===== config.mk =====
export PLATFORM = sky130hd
export DESIGN_NAME = ram_frame_sched
export DESIGN_NICKNAME = d
export VERILOG_FILES = /design/src/rtl/ram_frame_sched.sv
export SDC_FILE = /design/constraint.sdc
export NUM_CORES = 1
export LEC_CHECK = 0
export ABC_AREA = 1
export CAP_MARGIN = 10
export CORE_MARGIN = 5
export CORE_UTILIZATION = 40
export DETAILED_ROUTE_END_ITERATION = 16
export GPL_ROUTABILITY_DRIVEN = 0
export PLACE_DENSITY = 0.73
export SETUP_SLACK_MARGIN = 0.3
export SLEW_MARGIN = 30
export SYNTH_ARGS = -nofsm -noshare
export SYNTH_HDL_FRONTEND = slang
export SYNTH_SLANG_ARGS = --single-unit

===== constraint.sdc =====
create_clock -name clk -period 4.57 [get_ports clk]
set_input_delay 1.371 -clock clk [delete_from_list [all_inputs] [get_ports clk]]
set_output_delay 1.371 -clock clk [all_outputs]
set_load 0.03 [all_outputs]

===== src/rtl/ram_frame_sched.sv =====
// ram_frame_sched: stereo row-buffer frame sequencer issuing write/read addresses and the bank-rotation fsync
module ram_frame_sched #(
  parameter int ADDR_WIDTH = 10,
  parameter int DEPTH = 1024
) (
  input  logic                  clk,
  input  logic                  rst,
  input  logic                  in_l_valid,
  output logic                  in_l_ready,
  input  logic                  in_r_valid,
  output logic                  in_r_ready,
  output logic                  WLE,
  output logic                  WRE,
  output logic [ADDR_WIDTH-1:0] W_L_addr,
  output logic [ADDR_WIDTH-1:0] W_R_addr,
  input  logic                  rd_ready,
  output logic [ADDR_WIDTH-1:0] R_addr,
  output logic                  rd_valid,
  output logic                  rd_last,
  output logic                  p_valid,
  output logic                  fsync,
  output logic [15:0]           frame_cnt
);
  localparam int CW = ADDR_WIDTH + 1;
  localparam logic [CW-1:0] D = CW'(DEPTH);
  localparam logic [CW-1:0] DL = CW'(DEPTH - 1);
  typedef enum logic [1:0] {RUN, DRAIN, SYNC} state_t;
  state_t state_q, state_d;
  logic [CW-1:0] l_cnt_q, l_cnt_d, r_cnt_q, r_cnt_d, rd_cnt_q, rd_cnt_d;
  logic [1:0] sync_seen_q, sync_seen_d;
  logic [15:0] frame_cnt_q, frame_cnt_d;
  logic rd_valid_q, rd_valid_d, rd_last_q, rd_last_d;
  logic run, sync, rd_issue, rd_done;
  always_comb begin
    run = state_q == RUN;
    sync = state_q == SYNC;
    in_l_ready = run && l_cnt_q < D;
    in_r_ready = run && r_cnt_q < D;
    WLE = in_l_valid && in_l_ready;
    WRE = in_r_valid && in_r_ready;
    rd_issue = run && sync_seen_q != 2'd0 && rd_ready && rd_cnt_q < D;
    l_cnt_d = sync ? '0 : l_cnt_q + CW'(WLE);
    r_cnt_d = sync ? '0 : r_cnt_q + CW'(WRE);
    rd_cnt_d = sync ? '0 : rd_cnt_q + CW'(rd_issue);
    rd_done = sync_seen_q == 2'd0 || rd_cnt_d == D;
    state_d = run ? ((l_cnt_d == D && r_cnt_d == D && rd_done) ? DRAIN : RUN) : (state_q == DRAIN ? SYNC : RUN);
    rd_valid_d = rd_issue;
    rd_last_d = rd_issue && rd_cnt_q == DL;
    frame_cnt_d = frame_cnt_q + 16'(sync);
    sync_seen_d = sync_seen_q + 2'(sync && sync_seen_q != 2'd3);
  end
  always_ff @(posedge clk) begin
    if (rst) begin
      state_q <= RUN;
      l_cnt_q <= '0;
      r_cnt_q <= '0;
      rd_cnt_q <= '0;
      sync_seen_q <= '0;
      frame_cnt_q <= '0;
      rd_valid_q <= 1'b0;
      rd_last_q <= 1'b0;
    end else begin
      state_q <= state_d;
      l_cnt_q <= l_cnt_d;
      r_cnt_q <= r_cnt_d;
      rd_cnt_q <= rd_cnt_d;
      sync_seen_q <= sync_seen_d;
      frame_cnt_q <= frame_cnt_d;
      rd_valid_q <= rd_valid_d;
      rd_last_q <= rd_last_d;
    end
  end
  assign W_L_addr = l_cnt_q[ADDR_WIDTH-1:0];
  assign W_R_addr = r_cnt_q[ADDR_WIDTH-1:0];
  assign R_addr = rd_cnt_q[ADDR_WIDTH-1:0];
  assign rd_valid = rd_valid_q;
  assign rd_last = rd_last_q;
  assign p_valid = sync_seen_q[1];
  assign fsync = state_q == SYNC;
  assign frame_cnt = frame_cnt_q;
endmodule


==> reports/results.tsv, run 1 <==
metric	value	unit
ys_types	28	
cts_tree	built	
synthTopCellsByArea	dfxtp_1 (36%), nand2_1 (12%), nor2_1 (11%), buf_4 (7.6%), inv_1 (6.9%)	
syn2layout_area_growth	17.0	%
dp_slack	424	ps
max_slew_margin	0.662	
synthCells	456	
critPathCaptureType	primary output	
vias	2787	
max_stage_delay	700	ps
initial_core_util	0.402	
crit_end	WRE	
ctsLongestPathBuffers	2	
antenna_found_initial	0	
cp.required	3200	ps
place_area	3500	um^2
vias_per_cell	4.76	
routedWlPerCell	11.5	um
synthesis.nets	473	
grt_pass1_wl	11800	um
grt_usage	0.145	
ys_seq_elements	55	
coreArea	7610	um^2
synth_flop_cell	dfxtp_1	
period_minus_slack	4150	ps
peakVddDrop	0.155	mV
final_cell_mix	nand2_1 (97), nor2_1 (93), clkdlybuf4s50_1 (58), inv_1 (56), dfxtp_1 (55)	
dp_hpwl	5090	um
ys_seq_area_frac	0.360	
nets	500	
rr_worst_depth	14	
io_pins	59	
power_leakage	1.47	nW
cap_violations	0	
synth_warnings	0	
hold_viol_final	0	
power	0.799	mW
synth_top_area_share	0.360	
multi_input_area	1470	um^2
fin_crit_sh	0.908	
setup_tns	0	ps
cp-startpoint	in_r_valid	
die_w	97.5	um
ant_nets	0	
die-height	97.5	um
grt_pass1_vias	2689	
final_common_cell	nand2_1	
port_buffers	58	
fin_area	3580	um^2
drcViolationCount	0	
postCtsResizedCells	0	
status	completed	
worst_pin_slew	503	ps
first_pass_iters	6	
n_antenna_cell	0	
seq_area	1100	um^2
grt-ovfl-total	0	
rsz0062_at_grt	no	
setup_violations	0	
synth.largest_area_cell	dfxtp_1	
crit_top_cell	clkdlybuf4s50_1	
fp-row-count	32	
netlist_area	3060	um^2
slowest_stage	clkdlybuf4s50_1	
crit_chain	clkdlybuf4s50_1, and3_1, clkdlybuf4s50_1	
cts.sinks	55	
htreeDepth	2	
drive_gt1_frac	0.0434	
fmax	0.241	GHz
cts_setup_buffers	0	
timing.rr.start	state_q[1]	
r2r-end	state_q[0]	
synth.avg_cell_area	6.71	um^2
path_class	in2out	
hold_buffers	0	
p_per_area	223	nW/um^2
cts.clk_slew.worst_paths	90	ps
wl	6760	um
final_max_slew_viol_count	0	
cts_buffers	5	
synth_edf_count	0	
finalClockSkew	2.47	ps
reg2reg_slack	2250	ps
hp-class	reg2reg	
dieArea	9500	um^2
startpoint_type	input port	
cts_root_buf	clkbuf_8	
arrival	2780	ps
clk_latency	300	ps
worstPathMaxFanout	3	
grt_max_degree	43	
fillCellCount	807	
synth-async-reset-ratio	0	
setup_ws	419	ps
drt_iter0_drc	78	
-- worst min-delay path by stage --
stage | cells after the start | slack (ps) | start | to
floorplan | 1 | 420 | state_q[1] | state_q[1]
global placement | 1 | 430 | state_q[1] | state_q[1]
detailed placement | 2 | 450 | state_q[0] | state_q[1]
CTS | 2 | 470 | state_q[0] | state_q[1]
global route | 1 | 490 | state_q[1] | state_q[1]
finish | 2 | 460 | state_q[0] | state_q[1]
-- kinds of logic (layout without fill, tap and decap cells) --
kind of cell / count (synthesis) / after routing / synth area share
xor+xnor: 3 / 3 / 0.00858
flops: 55 / 55 / 0.360
compound gates: 27 / 27 / 0.0499
fa+ha+maj: 12 / 12 / 0.0490
buf+inv: 96 / 124 / 0.161
simple gates: 263 / 263 / 0.372
-- cells in the mapped netlist (3+ instances only) --
cell,count
ha_1,12
o21bai_1,4
nor2_4,3
o21ai_0,6
nand3_1,37
clkbuf_1,6
a21oi_1,12
nor3_1,12
nand2_1,97
buf_4,31
nand4_1,8
inv_1,56
nand2_2,3
nor2_1,93
dfxtp_1,55
and3_1,3
-- where the power goes --
group	leakage, nW	total (mW)	switching, mW	internal [mW]
combinational	0.979	0.0510	0.0311	0.0199
clock	0.0422	0.262	0.154	0.108
sequential	0.444	0.486	0.00368	0.483
total	1.47	0.799	0.188	0.611
-- per-stage QoR --
step                      instances  utilization  hold slack (ps)
after detailed placement        578        0.460              451
after global routing            586        0.471              487
final                           586        0.471              464
after global placement          578        0.460              429
after CTS                       586        0.471              466
after floorplan                 456            -              421
-- layout make-up --
type	instances	area share
multi-input cells	305	0.410
inverters	56	0.0587
clock buffers	7	0.0213
flip-flops and latches	55	0.307
repair buffers	60	0.166
well taps	102	0.0356
clock inverters	1	0.00140
-- critical path: cells and delay by family --
kind	cells	cell delay, ps
buf+inv	2	1180
simple gates	1	240
-- state kept, by name (all words and copies together), names as in the netlist --
name,count
r_cnt_q,11
state_q,2
frame_cnt,16
sync_seen_q,2
rd_valid,1
rd_last,1
rd_cnt_q,11
l_cnt_q,11
-- metal layers --
metal | global-route usage | vias to the layer above | part of all wire
met5 | 0 | - | 0
met1 | 0.171 | 1254 | 0.45
li1 | - | 1456 | -
met4 | 0.0447 | 0 | 0.015
met3 | 0.0352 | 10 | 0.048
met2 | 0.259 | 67 | 0.49
Power figures use the tool's default switching activity.
==> inputs of run 2 (changes only) <==
--- a/config.mk
+++ b/config.mk
@@ -11,7 +11,7 @@
 export CORE_UTILIZATION = 40
 export DETAILED_ROUTE_END_ITERATION = 16
 export GPL_ROUTABILITY_DRIVEN = 0
-export PLACE_DENSITY = 0.73
+export PLACE_DENSITY = 0.66
 export SETUP_SLACK_MARGIN = 0.3
 export SLEW_MARGIN = 30
 export SYNTH_ARGS = -nofsm -noshare
==> run 2 against run 1 <==
  * Clock-buffer cell count fell by 2
  * Sequential power barely moved
  * First-iteration DRC count fell by 2.6%
  * Maximum frequency rose by 0.32%
  * Final cell count did not move
  * Combinational power fell by 2%
  * Clock skew rose by 8.4 ps
  * Power rose by 2.2%
  * Largest power group unchanged
==> reports/results.tsv, run 2 (same netlist as run 1, synthesis figures left out) <==
metric	value	unit	change
die-height	97.5	um	unchanged
crit_buf_inv	2		unchanged
cp.required	3200	ps	about the same
power_leakage	1.47	nW	about the same
htreeDepth	2		unchanged
grt_usage	0.142		was 0.145
p_sw_frac	0.250		was 0.236
dp_hpwl	4940	um	was 5090 um
status	completed		unchanged
cts.clk_slew.worst_paths	100	ps	was 90 ps
fp-row-count	32		unchanged
setup_tns	0	ps	unchanged
drcViolationCount	0		unchanged
dieArea	9500	um^2	unchanged
power	0.817	mW	was 0.799 mW
drive_gt1_frac	0.0475		was 0.0434
slowest_stage	clkdlybuf4s50_1		unchanged
max_slew_margin	0.675		was 0.662
rsz0062_at_grt	no		unchanged
n_antenna_cell	0		unchanged
grt_max_degree	43		unchanged
coreArea	7610	um^2	unchanged
p_seq_frac	0.596		was 0.609
hp-class	reg2reg		unchanged
p_int	0.613	mW	was 0.611 mW
crit_top_cell	clkdlybuf4s50_1		unchanged
first_pass_iters	5		was 6
hold_viol_final	0		unchanged
fmax	0.242	GHz	was 0.241 GHz
grt_pass1_wl	11500	um	was 11800 um
cts_root_buf	clkbuf_8		unchanged
cts_buffers	5		unchanged
switching_power	0.204	mW	was 0.188 mW
final_max_slew_viol_count	0		unchanged
cap_violations	0		unchanged
largest_reg_flops	16		unchanged
die_w	97.5	um	unchanged
setup_violations	0		unchanged
wl	6660	um	was 6760 um
crit_family	buffers and inverters		unchanged
cts_setup_buffers	0		unchanged
routedWlPerCell	11.4	um	was 11.5 um
max_stage_delay	700	ps	about the same
hold_buffers	0		unchanged
syn2layout_area_growth	17.4	%	was 17.0%
ctsLongestPathBuffers	2		unchanged
ant_nets	0		unchanged
vias_per_cell	4.74		was 4.76
worstPathMaxFanout	3		unchanged
combPwrFrac	0.061		was 0.064
clockPowerShare	0.343		was 0.328
final_common_cell	nand2_1		unchanged
crit_chain	clkdlybuf4s50_1, and3_1, clkdlybuf4s50_1		unchanged
peakVddDrop	0.122	mV	was 0.155 mV
cts.sinks	55		unchanged
io_pins	59		unchanged
initial_core_util	0.402		unchanged
vias	2775		was 2787
fin_crit_sh	0.905		was 0.908
cts_tree	built		unchanged
grt-ovfl-total	0		unchanged
finalClockSkew	10.9	ps	was 2.47 ps
worst_pin_slew	488	ps	was 503 ps
path_class	in2out		unchanged
startpoint_type	input port		unchanged
p_per_area	227	nW/um^2	was 223 nW/um^2
period_minus_slack	4140	ps	was 4150 ps
antenna_found_initial	0		unchanged
final_cell_mix	nand2_1 (97), nor2_1 (93), clkdlybuf4s50_1 (58), inv_1 (56), dfxtp_1 (55)		unchanged
nets	500		unchanged
port_buffers	58		unchanged
critPathCaptureType	primary output		unchanged
clk_latency	310	ps	was 300 ps
grt_pass1_vias	2565		was 2689
arrival	2770	ps	was 2780 ps
reg2reg_slack	2210	ps	was 2250 ps
drt_iter0_drc	76		was 78
postCtsResizedCells	0		unchanged
## run 2: area by class of cell
cell class,instances,area (um^2)
tap,102,128
multi-input combinational,305,1470
clock inverter,3,25.0
clock buffer,5,68.8
fill,784,4010
inverter,56,210
sequential,55,1100
timing repair buffer,60,596
## run 2: final timing paths
| kind | start | end | cells past startpoint |
|---|---|---|---|
| hold / removal | state_q[0] | state_q[1] | 2 |
| setup reg to reg | state_q[1] | frame_cnt[12] | 13 |
| hold reg to reg | state_q[0] | state_q[1] | 2 |
| setup / recovery | in_r_valid | WRE | 3 |
## run 2: stage by stage
stage                      util  instance area [um^2]  hold slack, ps  worst slack [ps]  std cells
after floorplan               -                  3060             421              1470        456
after global placement    0.460                  3500             430               414        578
after detailed placement  0.460                  3500             445               423        578
after CTS                 0.473                  3600             460               412        586
after global routing      0.473                  3600             496               392        586
final                     0.473                  3600             460               432        586
## run 2: power by group through the flow
stage          registers (mW)  clock network (mW)  logic, mW
6_report                0.486               0.280     0.0502
2_1_floorplan           0.497                   0     0.0378
4_1_cts                 0.487               0.293     0.0515
3_5_place_dp            0.498                   0     0.0512
3_3_place_gp            0.497                   0     0.0512
5_1_grt                 0.487               0.312     0.0554
## run 2: worst reg2reg max path: stages, from the launching register on
cell and delay, ps:
dfxtp_1 370, nand2_1 80, inv_1 370, ha_1 260, ha_1 170, nand2_1 90
nor2_2 100, nand2_1 110, nor3_2 160, nand2_1 110, nor2_2 170, nand2_1 90
o21ai_1 120, nor2_1 60
## run 2: metal layers
metal | share of wire | GRT usage
met5 | 0 | 0
met4 | 0.014 | 0.0426
met3 | 0.062 | 0.0409
met2 | 0.46 | 0.236
met1 | 0.46 | 0.179
